[src/rtl/pattern_cap_pkg.sv]
// Shared types and constants for the test_final output capture stage.
// Bit indices give the position of each netlist output within pat_out.
package pattern_cap_pkg;

    typedef enum logic [1:0] {
        ST_IDLE    = 2'd0,
        ST_SETTLE  = 2'd1,
        ST_CAPTURE = 2'd2,
        ST_DONE    = 2'd3
    } cap_state_t;

    localparam int PAT_W = 11;

    localparam logic [15:0] DEF_POLY = 16'hB400;
    localparam logic [15:0] DEF_SEED = 16'h0000;

    localparam int G199_1_R_11_IDX       = 0;
    localparam int G214_1_R_11_IDX       = 1;
    localparam int ACVQN1_2_R_11_IDX     = 2;
    localparam int P6_2_R_11_IDX         = 3;
    localparam int N_429_OR_0_3_R_11_IDX = 4;
    localparam int G78_3_R_11_IDX        = 5;
    localparam int N_576_3_R_11_IDX      = 6;
    localparam int N_102_3_R_11_IDX      = 7;
    localparam int N_547_3_R_11_IDX      = 8;
    localparam int N_42_5_R_11_IDX       = 9;
    localparam int G199_5_R_11_IDX       = 10;

endpackage

[src/rtl/misr_core.sv]
// Multiple-input signature register: shift with parity feedback over the
// POLY taps, XOR in the zero-extended input vector on each enabled cycle.
module misr_core
    import pattern_cap_pkg::*;
#(
    parameter int              WIDTH   = PAT_W,
    parameter int              SIG_W   = 16,
    parameter logic [SIG_W-1:0] POLY    = DEF_POLY,
    parameter logic [SIG_W-1:0] RST_VAL = '0
) (
    input  logic             clk,
    input  logic             rst_n,
    input  logic             load,
    input  logic [SIG_W-1:0] seed,
    input  logic             en,
    input  logic [WIDTH-1:0] din,
    output logic [SIG_W-1:0] sig
);

    logic [SIG_W-1:0] sig_reg;
    logic [SIG_W-1:0] sig_next;
    logic [SIG_W-1:0] din_ext;

    generate
        for (genvar gi = 0; gi < SIG_W; gi++) begin : g_ext
            if (gi < WIDTH) begin : g_bit
                assign din_ext[gi] = din[gi];
            end else begin : g_zero
                assign din_ext[gi] = 1'b0;
            end
        end
    endgenerate

    assign sig_next = {sig_reg[SIG_W-2:0], ^(sig_reg & POLY)} ^ din_ext;

    // load wins over en; the FSM never asserts both in the same cycle
    always_ff @(posedge clk or negedge rst_n) begin
        if (!rst_n) begin
            sig_reg <= RST_VAL;
        end else if (load) begin
            sig_reg <= seed;
        end else if (en) begin
            sig_reg <= sig_next;
        end
    end

    assign sig = sig_reg;

endmodule

[src/rtl/pattern_sig_capture.sv]
// Capture stage for test_final outputs: settle, compress len samples into a
// MISR, then present the signature under a valid/ack handshake.
module pattern_sig_capture
    import pattern_cap_pkg::*;
#(
    parameter int               WIDTH  = PAT_W,
    parameter int               SIG_W  = 16,
    parameter logic [SIG_W-1:0] POLY   = DEF_POLY,
    parameter logic [SIG_W-1:0] SEED   = DEF_SEED,
    parameter int               SETTLE = 2
) (
    input  logic             blif_clk_net_1_r_11,
    input  logic             blif_reset_net_1_r_11,
    input  logic [WIDTH-1:0] pat_out,
    input  logic             start,
    input  logic [7:0]       len,
    output logic             busy,
    output logic             cap_en,
    output logic [SIG_W-1:0] sig,
    output logic             sig_valid,
    input  logic             sig_ack,
    output logic             len_err
);

    localparam int              SCW       = (SETTLE > 0) ? $clog2(SETTLE + 1) : 1;
    localparam logic [SCW-1:0]  SETTLE_LD = SCW'(SETTLE);

    cap_state_t     state_reg;
    logic [7:0]     cap_cnt_reg;
    logic [SCW-1:0] settle_cnt_reg;
    logic           busy_reg;
    logic           cap_en_reg;
    logic           sig_valid_reg;
    logic           len_err_reg;

    logic misr_load;
    logic misr_en;

    assign misr_load = (state_reg == ST_IDLE) && start && (len != 8'd0);
    assign misr_en   = (state_reg == ST_CAPTURE);

    misr_core #(
        .WIDTH   (WIDTH),
        .SIG_W   (SIG_W),
        .POLY    (POLY),
        .RST_VAL (SEED)
    ) u_misr (
        .clk   (blif_clk_net_1_r_11),
        .rst_n (blif_reset_net_1_r_11),
        .load  (misr_load),
        .seed  (SEED),
        .en    (misr_en),
        .din   (pat_out),
        .sig   (sig)
    );

    // Outputs are set on the transition into each state so they are
    // registered copies of the state the FSM is about to occupy.
    always_ff @(posedge blif_clk_net_1_r_11 or negedge blif_reset_net_1_r_11) begin
        if (!blif_reset_net_1_r_11) begin
            state_reg      <= ST_IDLE;
            cap_cnt_reg    <= 8'd0;
            settle_cnt_reg <= '0;
            busy_reg       <= 1'b0;
            cap_en_reg     <= 1'b0;
            sig_valid_reg  <= 1'b0;
            len_err_reg    <= 1'b0;
        end else begin
            len_err_reg <= 1'b0;
            case (state_reg)
                ST_IDLE: begin
                    if (start) begin
                        if (len == 8'd0) begin
                            len_err_reg <= 1'b1;
                        end else begin
                            cap_cnt_reg <= len;
                            busy_reg    <= 1'b1;
                            if (SETTLE == 0) begin
                                state_reg  <= ST_CAPTURE;
                                cap_en_reg <= 1'b1;
                            end else begin
                                state_reg      <= ST_SETTLE;
                                settle_cnt_reg <= SETTLE_LD;
                            end
                        end
                    end
                end
                ST_SETTLE: begin
                    settle_cnt_reg <= settle_cnt_reg - SCW'(1);
                    if (settle_cnt_reg == SCW'(1)) begin
                        state_reg  <= ST_CAPTURE;
                        cap_en_reg <= 1'b1;
                    end
                end
                ST_CAPTURE: begin
                    // the MISR absorbs on this edge; the last one moves to DONE
                    cap_cnt_reg <= cap_cnt_reg - 8'd1;
                    if (cap_cnt_reg == 8'd1) begin
                        state_reg     <= ST_DONE;
                        cap_en_reg    <= 1'b0;
                        busy_reg      <= 1'b0;
                        sig_valid_reg <= 1'b1;
                    end
                end
                ST_DONE: begin
                    if (sig_ack) begin
                        state_reg     <= ST_IDLE;
                        sig_valid_reg <= 1'b0;
                    end
                end
                default: begin
                    state_reg <= ST_IDLE;
                end
            endcase
        end
    end

    assign busy      = busy_reg;
    assign cap_en    = cap_en_reg;
    assign sig_valid = sig_valid_reg;
    assign len_err   = len_err_reg;

endmodule

[config.mk]
export PLATFORM = sky130hd
export DESIGN_NAME = pattern_sig_capture
export DESIGN_NICKNAME = d
export VERILOG_FILES = /design/src/rtl/pattern_cap_pkg.sv /design/src/rtl/misr_core.sv /design/src/rtl/pattern_sig_capture.sv
export SDC_FILE = /design/constraint.sdc
export NUM_CORES = 1
export LEC_CHECK = 0
export ABC_CLOCK_PERIOD_IN_PS = 2530
export BUFFER_PORTS_ARGS = -buffer_cell sky130_fd_sc_hd__buf_4
export CORE_ASPECT_RATIO = 1.75
export CORE_MARGIN = 5
export CORE_UTILIZATION = 50
export CTS_CLUSTER_SIZE = 28
export DETAILED_ROUTE_END_ITERATION = 6
export GPL_ROUTABILITY_DRIVEN = 0
export PLACE_DENSITY_LB_ADDON = 0.08
export SETUP_SLACK_MARGIN = 0.3
export SLEW_MARGIN = 25
export SYNTH_ARGS = -nofsm -noshare
export SYNTH_HDL_FRONTEND = slang
export SYNTH_SLANG_ARGS = --single-unit
[constraint.sdc]
create_clock -name blif_clk_net_1_r_11 -period 2.53 [get_ports blif_clk_net_1_r_11]
set_input_delay 0.253 -clock blif_clk_net_1_r_11 [delete_from_list [all_inputs] [get_ports blif_clk_net_1_r_11]]
set_output_delay 0.253 -clock blif_clk_net_1_r_11 [all_outputs]
set_load 0.01 [all_outputs]
* Word-level counts from Yosys, hierarchy flattened *
Cells that the tools add are included.

word-level totals
  input bits = 23
  logic and storage cells = 64
  register bits after elaboration = 32
  output and inout port bits = 20

cells by class
  bitwise gates (word level) = 1
  $add $sub $neg = 2
  equal/unequal tests = 10
  muxes and demuxes = 26
  reduce and logical (&&, ||, !) cells = 17

operator list
  cell                                               number
  two-way mux 16 bit                                 2
  two-way mux 8 bit                                  2
  case mux 8 bit (2 select lines)                    1
  XOR reduction 16 bit                               1
  bitwise XOR 16 x 11 -> 16 bit                      1
  two-way mux 2 bit                                  7
  AND reduction 3 bit                                4
  nonzero test 2 bit                                 5
  two-way mux 1 bit                                  9
  == test 8 x 1 -> 1 bit (second input constant)     1
  zero test 8 bit                                    1
  != test 2 bit (second input constant)              4
  case mux 2 bit (4 select lines)                    1
  nonzero test 8 bit                                 1
  subtractor 8 x 1 -> 8 bit (second input constant)  1
  case mux 1 bit (2 select lines)                    3
  AND reduction 5 bit                                1
  == test 2 x 1 -> 1 bit (second input constant)     2
  == test 2 bit (second input constant)              2
  case mux 2 bit (2 select lines)                    1
  AND reduction 4 bit                                1
  logical AND 1 bit                                  2
  zero test 2 bit                                    1
  != test 2 x 1 -> 1 bit (second input constant)     1
  subtractor 2 x 1 -> 2 bit (second input constant)  1

* Logic depth before layout (Yosys ltp) *
  word-level depth = 4
  depth in mapped cells = 7
  gate-level depth less buffers = 7

* Hierarchy *
Synthesis repeated with hierarchy kept, for this count alone.

second synthesis, totals
  cells, all modules = 201
  area, all modules = 1916.8 um^2

modules (own cells, without submodules)
  module               times used  sequential area each (um^2)  cells an instance  area an instance (um^2)
  pattern_sig_capture  1           400.4                        118                1051.0
  misr_core            1           400.4                        83                 865.8

* Worst setup path after synthesis *
Ideal clock, no wire load.

  kind = register -> register
  start = reg state_reg[0]
  end = reg state_reg[1]
  path slack = 780 ps
  data required time = 2402 ps
  period minus slack after synthesis = 1750 ps
  stages on the path, launching flop included = 8
  buffers on the path = 0
  arrival time = 1622 ps
  library setup time = 128 ps
  cell sequence = dfrtp_1 inv_1 ha_1 nand2_1 a21oi_2 nor2_4 nor3_4 mux2_1

on the way
  longest elaborated chain between the ends = 3
  elaborated cells between the ends (all ways) = 11
  classes of those cells = eq/ne (8); mux (1); reduce/logical (2)

ends and longest elaborated chain
  item                                                                             RTL line                   RTL
  start: declaration                                                               pattern_sig_capture.sv:28  cap_state_t state_reg;
  start signal: assignment                                                         pattern_sig_capture.sv:61  state_reg <= ST_IDLE;
  start signal: assignment                                                         pattern_sig_capture.sv:79  state_reg <= ST_CAPTURE;
  start signal: assignment                                                         pattern_sig_capture.sv:82  state_reg <= ST_SETTLE;
  == test 2 x 1 -> 1 bit, or another cell as far along                             pattern_sig_capture.sv:70  case (state_reg)
  != test 2 bit (no source line) / != test 2 x 1 -> 1 bit (equally long branches)  -
  AND reduction 5 bit (no source line)                                             -

Several ways; a longest one is shown, not always the timed one.
A chain may end at the register's enable or synchronous reset.

* Worst setup path in the final report *
  start = reg state_reg[0]
  end = reg cap_cnt_reg[5]

on the way
  longest elaborated chain between the ends = 3
  elaborated cells between the ends (all ways) = 7
  classes of those cells = eq/ne (3); mux (1); reduce/logical (3)

ends and longest elaborated chain
  item                                                                         RTL line                   RTL
  == test 2 bit / zero test 2 bit (equally long branches)                      pattern_sig_capture.sv:70
  nonzero test 2 bit (no source line) / != test 2 bit (equally long branches)  -
  AND reduction 3 bit (no source line)                                         -
  end signal: assignment                                                       pattern_sig_capture.sv:76  cap_cnt_reg <= len;
  end signal: assignment                                                       pattern_sig_capture.sv:97  cap_cnt_reg <= cap_cnt_reg - 8'd1;
  end: declaration                                                             pattern_sig_capture.sv:29  logic [7:0] cap_cnt_reg;

Several ways; a longest one is shown, not always the timed one.

==> run_results.csv <==
group,metric,value,unit
run,maxCapViolations,0,
routing,drt_drc_violations_left,0,
logic_synthesis,synthTopCellsByArea,"dfrtp_1, xnor2_1, ha_1",
logic_synthesis,synth_flop_cell,"dfrtp_1",
sta,slew_viol_final,0,
sta,tns,0,ps
routing,wl_met2,2.25,mm
setup_path,critPathMostFrequentCell,"a21oi_1",
setup_path,rr_worst_depth,8,
clock_tree,cts_tree,"built",
setup_path,critical_path_class,"reg -> reg",
min_path,min_to,"len_err",
grt,grt_usage,19.4,%
floorplanning,dieArea,4880,µm²
sta,rsz0062_at_grt,"false",
logic_synthesis,synth.top_cells.by_count,"dfrtp_1, nor2_1, a21oi_1, xnor2_1, nand2_1",
logic_synthesis,postSynthCellCount,179,
floorplanning,fp-row-count,28,
routing,wl_met3,158,µm
logic_synthesis,yosysTopAreaCellShare,45.2,%
power,finalPower,3.05,mW
sta,finalHoldViolCount,0,
clock_tree,clkTransAtPathRegs,70,ps
setup_path,crit_path_end_kind,"register",
setup_path,worstReg2RegEnd,"cap_cnt_reg[5]",
sta,setup_violations,0,
setup_path,crit_family,"compound AO/OA/AOI/OAI gates",
routing,topRoutingLayerUsed,"met4",
placement,portBuffers,42,
routing,ant_nets,0,
logic_synthesis,syn_avg_cell_area,9.90,µm²
placement,dpl_cell_area,2140,µm²
clock_tree,cts.path.max_buffers,2,
logic_synthesis,yosysTopAreaCell,"dfrtp_1",
logic_synthesis,netlist_area,1770,µm²
clock_tree,root_buffer,"clkbuf_8",
power,powerDensity,1360,nW/µm²
outcome,outcome,"finished, final reports clean",
power,p_leak,1.01,nW
min_path,whs_path_depth,4,
finish,final_util,66.2,%
logic_synthesis,synth_most_common_cell,"dfrtp_1",
clock_tree,cts_num_sinks,32,
grt,grt.overflow.total,0,
clock_tree,htreeDepth,2,
logic_synthesis,syn-num-nets,210,
clock_tree,numCtsBuffers,5,
setup_path,critPathMaxFanout,22,
sta,setup_slack,568,ps
routing,drt_iter0_markers,40,
setup_path,crit-reg2reg-launch,"state_reg[0]",
floorplanning,die_x,55.0,µm
grt,grt_max_degree,33,
grt,grt_pass1_vias,1541,
setup_path,worstPathBufferInverterCount,2,
sta,max_freq,510,MHz
logic_synthesis,ys_ff_latch,32,
routing,avgRoutedWirePerCell,14.8,µm
power,vdd_drop_max,0.809,mV
placement,place_hpwl,3.01,mm
setup_path,crit_path_top_delay_cell,"dfrtp_1",
floorplanning,coreArea,3400,µm²
finish,drive_gt1_share,29.8,%
finish,nNetsFinal,256,
placement,preCtsSetupSlack,544,ps
routing,vias_per_cell,5.24,
logic_synthesis,synth_edf_count,0,
routing,vias,1415,
min_path,hold_class,"in -> reg",
finish,largest_reg_flops,16,
floorplanning,die-height,88.8,µm
grt,grt_pass1_wl,6.93,mm
routing,wl_met1,1.52,mm
setup_path,worstPathCellList,"inv_1 -> ha_1 -> nand2_1 -> a21oi_2 -> buf_6 -> a21o_1 -> a21oi_1 -> a21oi_1",
finish,antennaDiodeCount,0,
setup_path,cp.arrival,2170,ps
sta,tightest_slew,405,ps
routing,drt_pass1_iterations,6,
sta,clock-skew-final,2.82,ps
logic_synthesis,yosysSeqAreaShare,45.2,%
sta,finalCriticalPeriod,1960,ps
logic_synthesis,ys_async_sr_fraction,100,%
setup_path,slowest_delay,410,ps
grt,antenna_found_initial,0,
logic_synthesis,yosysWarnings,0,
min_path,worstHoldStart,"len[3]",
floorplanning,start_util,52.2,%
sta,relSlewSlack,73.0,%
setup_path,rrSetupSlack,570,ps
logic_synthesis,synth_cell_type_count,37,
finish,finalInstanceArea,2250,µm²
floorplanning,io_pins,43,
sta,post-route-period-util,77.6,%
finish,area_growth,26.8,%
routing,wirelength,3.99,mm
setup_path,startpoint_type,"register",
setup_path,worstPathRequired,2740,ps
clock_tree,clk_latency,290,ps
[where the power goes]
part | switching, mW | internal, mW | leakage (nW) | total, mW
logic | 0.861 | 0.755 | 0.571 | 1.62
registers | 0.241 | 0.766 | 0.385 | 1.01
clock network | 0.188 | 0.242 | 0.0503 | 0.430
total | 1.29 | 1.76 | 1.01 | 3.05
[final cells by class]
type                       instances  area [µm²]
inverter                           9        33.8
fill                             306        1150
tap                               45        56.3
clock buffer                       7        96.3
timing repair buffer              46         352
multi-input combinational        131         910
sequential                        32         801
[worst max-delay path by stage]
stage / start / endpoint / slack (ps) / cells after the start
after floorplan: state_reg[0] / state_reg[1] / 780 / 7
after global placement: state_reg[0] / settle_cnt_reg[1] / 690 / 8
after detailed placement: state_reg[0] / cap_cnt_reg[5] / 540 / 8
after CTS: state_reg[0] / cap_cnt_reg[5] / 510 / 8
after global routing: state_reg[0] / cap_cnt_reg[6] / 330 / 8
final: state_reg[0] / cap_cnt_reg[5] / 570 / 8
[logic make-up (layout without fill, tap and decap cells)]
kind of cell / after synthesis / after routing / share of synthesized area [%]
simple gates: 54 / 54 / 16.0
compound gates: 47 / 47 / 18.0
flops: 32 / 32 / 45.2
buf+inv: 16 / 62 / 3.67
xor+xnor: 14 / 14 / 6.92
fa+ha+maj: 8 / 8 / 5.65
mux: 8 / 8 / 4.59
[cell usage in the layout, fill, tap and decap left out, types with 2 or more instances in the layout]
master / count
a211oi_2: 4
o21ai_0: 9
nand2_1: 12
inv_1: 8
a21oi_1: 14
clkbuf_8: 7
xnor2_1: 14
nand2b_1: 2
dfrtp_1: 32
nor3_4: 2
nand3_1: 3
o22ai_1: 2
ha_1: 7
mux2i_1: 7
o22a_1: 2
a21oi_2: 2
buf_4: 44
nor2_1: 24
nor3_1: 2
nor4_2: 2
o31ai_1: 2
a211oi_1: 7
[timing repair]
item                                    CTS  global route
setup buffers                             0             0
gates resized for setup                   0             1
endpoints found under the setup margin    0             2
hold buffers                              1             0
endpoints found under the hold margin    32             0
[layer usage]
layer	up-vias	global-route usage (%)
li1	714	-
met1	661	22.5
met2	34	34.8
met3	6	3.71
met4	0	5.97
met5	-	0
[worst reg2reg max path, delay by kind of cell, from the launching register on]
family / cells / cell delay, ps
adders and majority gates: 1 / 290
buffers and inverters: 2 / 390
and+or+nand+nor: 1 / 120
DFF: 1 / 410
AOI/OAI and AO/OA: 4 / 680
[stage by stage]
stage	cells	hold WS (ps)
final	270	236
after global routing	270	251
after CTS	270	238
after detailed placement	262	217
after global placement	262	213
after floorplan	179	-42.6
Note: power is estimated with default switching activity, not from simulation.
